`config.mk`:
```
export PLATFORM = sky130hd
export DESIGN_NAME = exec_unit_pipe
export DESIGN_NICKNAME = d
export VERILOG_FILES = /design/src/rtl/exec_pkg.sv /design/src/rtl/exec_unit_pipe_seq_multiplier.sv /design/src/rtl/exec_unit_pipe.sv
export SDC_FILE = /design/constraint.sdc
export NUM_CORES = 1
export LEC_CHECK = 0
export ABC_AREA = 0
export CORE_MARGIN = 10
export CORE_UTILIZATION = 40
export DETAILED_ROUTE_END_ITERATION = 10
export GPL_ROUTABILITY_DRIVEN = 1
export PLACE_DENSITY = 0.73
export REMOVE_ABC_BUFFERS = 1
export SLEW_MARGIN = 20
export SYNTH_ARGS = -nofsm -noshare
export SYNTH_HDL_FRONTEND = slang
export SYNTH_SLANG_ARGS = --single-unit
```
`constraint.sdc`:
```
create_clock -name clk -period 3.51 [get_ports clk]
set_input_delay 0.351 -clock clk [delete_from_list [all_inputs] [get_ports clk]]
set_output_delay 0.351 -clock clk [all_outputs]
set_load 0.005 [all_outputs]
```
`src/rtl/exec_pkg.sv`:
```
// Shared definitions for the NTP execution stage: opcodes, flag bit positions
// and the sequencing state encoding.
package exec_pkg;

  localparam logic [31:0] OP_NOP   = 32'd0;
  localparam logic [31:0] OP_ADD   = 32'd1;
  localparam logic [31:0] OP_ADC   = 32'd2;
  localparam logic [31:0] OP_SUB   = 32'd3;
  localparam logic [31:0] OP_SBB   = 32'd4;
  localparam logic [31:0] OP_AND   = 32'd5;
  localparam logic [31:0] OP_OR    = 32'd6;
  localparam logic [31:0] OP_XOR   = 32'd7;
  localparam logic [31:0] OP_NOT   = 32'd8;
  localparam logic [31:0] OP_SHL   = 32'd9;
  localparam logic [31:0] OP_SHR   = 32'd10;
  localparam logic [31:0] OP_ROL   = 32'd11;
  localparam logic [31:0] OP_ROR   = 32'd12;
  localparam logic [31:0] OP_INC   = 32'd13;
  localparam logic [31:0] OP_DEC   = 32'd14;
  localparam logic [31:0] OP_CMP   = 32'd15;
  localparam logic [31:0] OP_MOVB  = 32'd16;
  localparam logic [31:0] OP_IN    = 32'd17;
  localparam logic [31:0] OP_OUT   = 32'd18;
  localparam logic [31:0] OP_STORE = 32'd19;
  localparam logic [31:0] OP_MUL   = 32'd20;

  // Flag vector is {V,S,Z,C}
  localparam int FLAG_C = 0;
  localparam int FLAG_Z = 1;
  localparam int FLAG_S = 2;
  localparam int FLAG_V = 3;

  typedef enum logic {
    ST_IDLE     = 1'b0,
    ST_MUL_BUSY = 1'b1
  } exec_state_t;

endpackage

```
`src/rtl/exec_unit_pipe_seq_multiplier.sv`:
```
// Unsigned shift-add multiplier: one partial product per cycle, DATA_W cycles.
// 'product' shows the accumulator value being written on the cycle 'done' is high.
module seq_multiplier #(
  parameter int DATA_W = 8
) (
  input  logic                  clk,
  input  logic                  reset,
  input  logic                  start,
  input  logic [DATA_W-1:0]     a,
  input  logic [DATA_W-1:0]     b,
  output logic                  busy,
  output logic                  done,
  output logic [2*DATA_W-1:0]   product
);

  localparam int CNT_W = $clog2(DATA_W);

  logic [DATA_W-1:0] r_mcand;
  logic [DATA_W-1:0] r_hi;
  logic [DATA_W-1:0] r_lo;
  logic [CNT_W-1:0]  r_count;
  logic              r_busy;
  logic [DATA_W:0]   w_sum;

  // Multiplier bits are consumed from r_lo while product bits shift in from the top
  assign w_sum = {1'b0, r_hi} + (r_lo[0] ? {1'b0, r_mcand} : '0);

  always_ff @(posedge clk) begin
    if (reset) begin
      r_mcand <= '0;
      r_hi    <= '0;
      r_lo    <= '0;
      r_count <= '0;
      r_busy  <= 1'b0;
    end else if (start && !r_busy) begin
      r_mcand <= a;
      r_hi    <= '0;
      r_lo    <= b;
      r_count <= CNT_W'(DATA_W - 1);
      r_busy  <= 1'b1;
    end else if (r_busy) begin
      r_hi <= w_sum[DATA_W:1];
      r_lo <= {w_sum[0], r_lo[DATA_W-1:1]};
      if (r_count == '0) begin
        r_busy <= 1'b0;
      end else begin
        r_count <= r_count - CNT_W'(1);
      end
    end
  end

  assign busy    = r_busy;
  assign done    = r_busy && (r_count == '0);
  assign product = {w_sum[DATA_W:1], w_sum[0], r_lo[DATA_W-1:1]};

endmodule

```
`src/rtl/exec_unit_pipe.sv`:
```
// Handshaked NTP execution stage: single-cycle ALU ops plus an iterative
// multiplier, with registered result, flags, memory write data and port data.
module exec_unit_pipe
  import exec_pkg::*;
#(
  parameter int DATA_W = 8,
  parameter int OP_W   = 5,
  parameter int MUL_EN = 1
) (
  input  logic              clk,
  input  logic              reset,
  input  logic              in_valid,
  output logic              in_ready,
  input  logic [OP_W-1:0]   op_dec,
  input  logic [DATA_W-1:0] A,
  input  logic [DATA_W-1:0] B,
  input  logic [DATA_W-1:0] data_in,
  output logic [DATA_W-1:0] ans_ex,
  output logic [DATA_W-1:0] ans_hi,
  output logic [DATA_W-1:0] DM_data,
  output logic [DATA_W-1:0] data_out,
  output logic [3:0]        flag_ex,
  output logic              out_valid
);

  localparam int MSB = DATA_W - 1;

  exec_state_t r_state, w_stateNext;

  logic [DATA_W-1:0]   r_ansEx, r_ansHi, r_dmData, r_dataOut;
  logic [3:0]          r_flags;
  logic                r_outValid;

  logic [31:0]         w_op;
  logic                w_accept, w_mulOp, w_startMul, w_mulBusy, w_mulDone;
  logic [2*DATA_W-1:0] w_product;
  logic                w_arith, w_sub, w_useCin;
  logic [DATA_W-1:0]   w_bOp;
  logic [DATA_W:0]     w_cin, w_sum;
  logic [DATA_W-1:0]   w_res;
  logic                w_c, w_v;
  logic                w_updAns, w_updFlags, w_updOut, w_updDm;
  logic [3:0]          w_flagsNew, w_mulFlags;

  assign w_op       = 32'(op_dec);
  assign in_ready   = (r_state == ST_IDLE) && !w_mulBusy;
  assign w_accept   = in_valid && in_ready;
  assign w_mulOp    = (MUL_EN != 0) && (w_op == OP_MUL);
  assign w_startMul = w_accept && w_mulOp;

  seq_multiplier #(.DATA_W(DATA_W)) u_mul (
    .clk     (clk),
    .reset   (reset),
    .start   (w_startMul),
    .a       (A),
    .b       (B),
    .busy    (w_mulBusy),
    .done    (w_mulDone),
    .product (w_product)
  );

  always_ff @(posedge clk) begin
    if (reset) begin
      r_state <= ST_IDLE;
    end else begin
      r_state <= w_stateNext;
    end
  end

  always_comb begin
    w_stateNext = r_state;
    case (r_state)
      ST_IDLE:     if (w_startMul) w_stateNext = ST_MUL_BUSY;
      ST_MUL_BUSY: if (w_mulDone)  w_stateNext = ST_IDLE;
      default:     w_stateNext = ST_IDLE;
    endcase
  end

  // One shared adder/subtractor; INC/DEC reuse it with a constant one
  always_comb begin
    w_arith  = 1'b0;
    w_sub    = 1'b0;
    w_useCin = 1'b0;
    w_bOp    = B;
    case (w_op)
      OP_ADD:         w_arith = 1'b1;
      OP_ADC:         begin w_arith = 1'b1; w_useCin = 1'b1; end
      OP_SUB, OP_CMP: begin w_arith = 1'b1; w_sub = 1'b1; end
      OP_SBB:         begin w_arith = 1'b1; w_sub = 1'b1; w_useCin = 1'b1; end
      OP_INC:         begin w_arith = 1'b1; w_bOp = DATA_W'(1); end
      OP_DEC:         begin w_arith = 1'b1; w_sub = 1'b1; w_bOp = DATA_W'(1); end
      default:        ;
    endcase
  end

  assign w_cin = {{DATA_W{1'b0}}, w_useCin & r_flags[FLAG_C]};
  assign w_sum = w_sub ? ({1'b0, A} - {1'b0, w_bOp} - w_cin)
                       : ({1'b0, A} + {1'b0, w_bOp} + w_cin);

  always_comb begin
    w_res      = w_sum[MSB:0];
    w_c        = w_sum[DATA_W];
    w_updAns   = 1'b0;
    w_updFlags = 1'b0;
    w_updOut   = 1'b0;
    w_updDm    = 1'b0;
    case (w_op)
      OP_ADD, OP_ADC, OP_SUB, OP_SBB, OP_INC, OP_DEC: begin
        w_updAns = 1'b1; w_updFlags = 1'b1;
      end
      OP_CMP:   w_updFlags = 1'b1;
      OP_AND:   begin w_res = A & B; w_c = 1'b0; w_updAns = 1'b1; w_updFlags = 1'b1; end
      OP_OR:    begin w_res = A | B; w_c = 1'b0; w_updAns = 1'b1; w_updFlags = 1'b1; end
      OP_XOR:   begin w_res = A ^ B; w_c = 1'b0; w_updAns = 1'b1; w_updFlags = 1'b1; end
      OP_NOT:   begin w_res = ~A;    w_c = 1'b0; w_updAns = 1'b1; w_updFlags = 1'b1; end
      OP_SHL:   begin w_res = {A[MSB-1:0], 1'b0}; w_c = A[MSB]; w_updAns = 1'b1; w_updFlags = 1'b1; end
      OP_SHR:   begin w_res = {1'b0, A[MSB:1]};   w_c = A[0];   w_updAns = 1'b1; w_updFlags = 1'b1; end
      OP_ROL:   begin w_res = {A[MSB-1:0], A[MSB]}; w_c = A[MSB]; w_updAns = 1'b1; w_updFlags = 1'b1; end
      OP_ROR:   begin w_res = {A[0], A[MSB:1]};     w_c = A[0];   w_updAns = 1'b1; w_updFlags = 1'b1; end
      OP_MOVB:  begin w_res = B;       w_updAns = 1'b1; end
      OP_IN:    begin w_res = data_in; w_updAns = 1'b1; end
      OP_OUT:   w_updOut = 1'b1;
      OP_STORE: w_updDm  = 1'b1;
      default:  ;
    endcase
  end

  assign w_v = w_arith
             && (w_sub ? (A[MSB] != w_bOp[MSB]) : (A[MSB] == w_bOp[MSB]))
             && (w_res[MSB] != A[MSB]);

  assign w_flagsNew = {w_v, w_res[MSB], (w_res == '0), w_c};
  assign w_mulFlags = {1'b0, w_product[2*DATA_W-1], (w_product == '0), 1'b0};

  // A MUL acceptance itself updates nothing; its results land when the multiplier finishes
  always_ff @(posedge clk) begin
    if (reset) begin
      r_ansEx    <= '0;
      r_ansHi    <= '0;
      r_dmData   <= '0;
      r_dataOut  <= '0;
      r_flags    <= '0;
      r_outValid <= 1'b0;
    end else begin
      r_outValid <= 1'b0;
      if (w_mulDone) begin
        r_ansHi    <= w_product[2*DATA_W-1:DATA_W];
        r_ansEx    <= w_product[DATA_W-1:0];
        r_flags    <= w_mulFlags;
        r_outValid <= 1'b1;
      end else if (w_accept && !w_mulOp) begin
        r_outValid <= 1'b1;
        if (w_updAns)   r_ansEx   <= w_res;
        if (w_updFlags) r_flags   <= w_flagsNew;
        if (w_updOut)   r_dataOut <= A;
        if (w_updDm)    r_dmData  <= B;
      end
    end
  end

  assign ans_ex    = r_ansEx;
  assign ans_hi    = r_ansHi;
  assign DM_data   = r_dmData;
  assign data_out  = r_dataOut;
  assign flag_ex   = r_flags;
  assign out_valid = r_outValid;

endmodule

```
==> metrics.yaml <==
setup_slack_ps: 167
synth_compound_area_share_pct: 20.5
die_h_um: 132
startpoint_type: "primary input"
power_density_nw_per_um2: 339
avgSynthCellArea_um2: 7.92
clock-sinks: 66
die_area_um2: 17400
core_area_um2: 12100
place_hpwl_mm: 13.2
final_core_util_pct: 55.3
fin_crit_ps: 3340
dr.pass1.iters: 7
pre_cts_slack_ps: -500
fillers: 1142
synth-adder-area-share_pct: 13.8
synth_top_cell_area_share_pct: 26.4
yosys_warnings: 0
dpl-instance-area_um2: 6320
clock_path_buffers: 2
slew_viol_final: 0
synth-simple-area-share_pct: 23.7
synth_xor_area_share_pct: 3.68
synth_top_family_by_area: "simple AND/OR/NAND/NOR gates"
syn_inst: 631
cp_common_cell: "o211ai_1"
async_reset_ff_share_pct: 0
htreeDepth: 3
clock_latency_ps: 330
synth_top_area_cell: "dfxtp_1"
start_util_pct: 41.3
crit_type: "in -> reg"
netlist_area_um2: 5000
clk_pin_slew_ps: 60
synth_mux_area_share_pct: 5.06
fin_skew_ps: 5.89
gp_congestion: 1.02
final_cell_mix: "buf_4, nor2_1, dfxtp_1"
finalHoldViolCount: 0
overflow: 0
synth-main-ff-cell: "dfxtp_1"
finalSetupViolCount: 0
ys_ff_latch: 66
die_w_um: 132
drtAntennaViolNets: 0
drt_iter0_drc: 480
slowest_delay_ps: 580
tightestPinTransition_ps: 1100
nets: 840
first_global_vias: 5065
hp-class: "reg -> reg"
grt_start_max_net_pins: 56
syn_to_final_growth_pct: 34.0
wirelength_mm: 17.2
numCtsBuffers: 9
layout_commonest_cell: "buf_4"
layout-drive-gt1-share_pct: 16.4
cts_root_buffer: "clkbuf_16"
synthDistinctLibCells: 69
cp_num_buf_inv: 2
std_cell_rows: 40
vdd_drop_max_uv: 290
regArea_um2: 1320
final_area_um2: 6700
path_cells: "clkdlybuf4s50_1 > or2_2 > fa_1 > inv_1 > ha_1 > o21ai_2 > a21oi_2 > nand3b_1 > o211ai_1 > o211ai_1 > or4b_4 > o31ai_4"
cpLargestDelayFamily: "simple AND/OR/NAND/NOR gates"
grt_usage_pct: 18.8
relSlewSlack_pct: 26.4
outcome: "complete, no violations"
multiInputGateArea_um2: 3390
crit_required_ps: 3750
cts_tree: "done"
max_clock_freq_mhz: 299
yosysSeqAreaShare_pct: 26.4
slowest_stage: "or4b_4"
routedWlPerCell_um: 18.5
n_antenna_cell: 0
num_vias: 5208
antenna_found_initial: 1
io_pins: 70
drc_errors: 0
finalCritPeriodShare_pct: 95.2
synth_top_cells_by_area: "dfxtp_1, ha_1, nor2_1"
critical_path.max_fanout: 3
cts_hold_buffers: 0
cp-end-kind: "register"
port_buffers: 69
crit_arrival_ps: 3590
grt_pass1_wl_mm: 27.2
p_leak_nw: 2.79
synth_edf_count: 0
cap_viol_max_count: 0
vias_per_cell: 5.61
[cell families (layout without fill, tap and decap cells)]
kind of cell	Yosys count	in the layout
fa+ha+maj	52	52
flops	66	66
simple gates	235	235
buf+inv	82	212
mux	25	25
compound gates	150	150
xor+xnor	21	21
[through the flow]
step / std cells / setup TNS (ps) / power, W / hold WS [ps]
finish: 929 / 0 / 0.00227 / 452
global route: 929 / -48.1 / 0.00236 / 466
CTS: 927 / 0 / 0.00226 / 453
detailed placement: 911 / -3330 / 0.00138 / 444
global placement: 911 / -2550 / 0.00136 / 442
floorplan: 594 / 0 / 0.00107 / 420
[synthesized netlist by cell type (all sizes together), types with 2 or more instances]
master   instances
nor2            78
dfxtp           66
nand2           55
a21oi           52
ha              47
inv             45
clkbuf          24
mux2i           23
nand3           23
a211oi          18
xnor2           16
buf             13
o21ai           12
nor3            10
and2             9
nand2b           9
o211ai           9
a22oi            8
a32oi            8
nor2b            8
a31oi            6
and3             6
fa               5
nand3b           5
or2              5
xor2             5
a221oi           4
nand4            4
nor4             4
a21o             3
a221o            3
a31o             3
nor3b            3
nor4b            3
o2111ai          3
o2bb2ai          3
or4              3
mux2             2
nand4b           2
nor4bb           2
o21bai           2
o311ai           2
or3              2
[metal layers]
layer  vias to the layer above  track usage (%)  routed length [um]  part of all wire (%)
li1                       2506                -                   -                     -
met1                      2458             24.8                7760                    45
met2                       210             30.3                7880                    46
met3                        32             4.42                1210                   7.1
met4                         2             4.51                 295                   1.7
met5                         -                0                   6                 0.035
[state kept, by name (all words and copies together) (netlist names), 3 cells and up]
signal,count
ans_ex,8
u_mul.r_hi,8
u_mul.r_mcand,8
ans_hi,8
u_mul.r_lo,8
data_out,8
flag_ex,4
u_mul.r_count,3
DM_data,8
[where the power goes]
group          switching [W]  internal, W  leakage, nW
Sequential         0.0000103     0.000764        0.533
Combinational       0.000318     0.000304         2.12
Clock               0.000325     0.000547        0.136
Total               0.000654      0.00162         2.79
[layout make-up]
type	count	share of cell area, %
Multi-Input combinational cell	483	50.6
Sequential cell	66	19.7
Timing Repair Buffer	151	19.7
Clock buffer	11	3.47
Tap cell	168	3.14
Inverter	45	2.52
Clock inverter	5	0.822
[timing repair]
| item | CTS | global route |
|---|---|---|
| pin swaps | 1 | 5 |
| setup endpoints to repair | 7 | 7 |
| buffers inserted | 0 | 2 |
| resized for setup | 7 | 13 |
[path summary, 6_finish.rpt]
| path | from | end | slack, ps | cells after the start |
|---|---|---|---|---|
| setup reg to reg | flag_ex[0]$_SDFFE_PP0P_ | flag_ex[1]$_SDFFE_PP0P_ | 470 | 13 |
| setup / recovery | B[0] | flag_ex[1]$_SDFFE_PP0P_ | 170 | 12 |
| hold reg to reg | u_mul.r_mcand[3]$_SDFFE_PP0P_ | u_mul.r_mcand[3]$_SDFFE_PP0P_ | 450 | 2 |
| hold / removal | u_mul.r_mcand[3]$_SDFFE_PP0P_ | u_mul.r_mcand[3]$_SDFFE_PP0P_ | 450 | 2 |
[worst min-delay path, cell delays in order (launching register included)]
cell and delay, ps:
dfxtp_1 300, nand2_1 50, a21oi_1 50
Power figures use the tool's default switching activity.
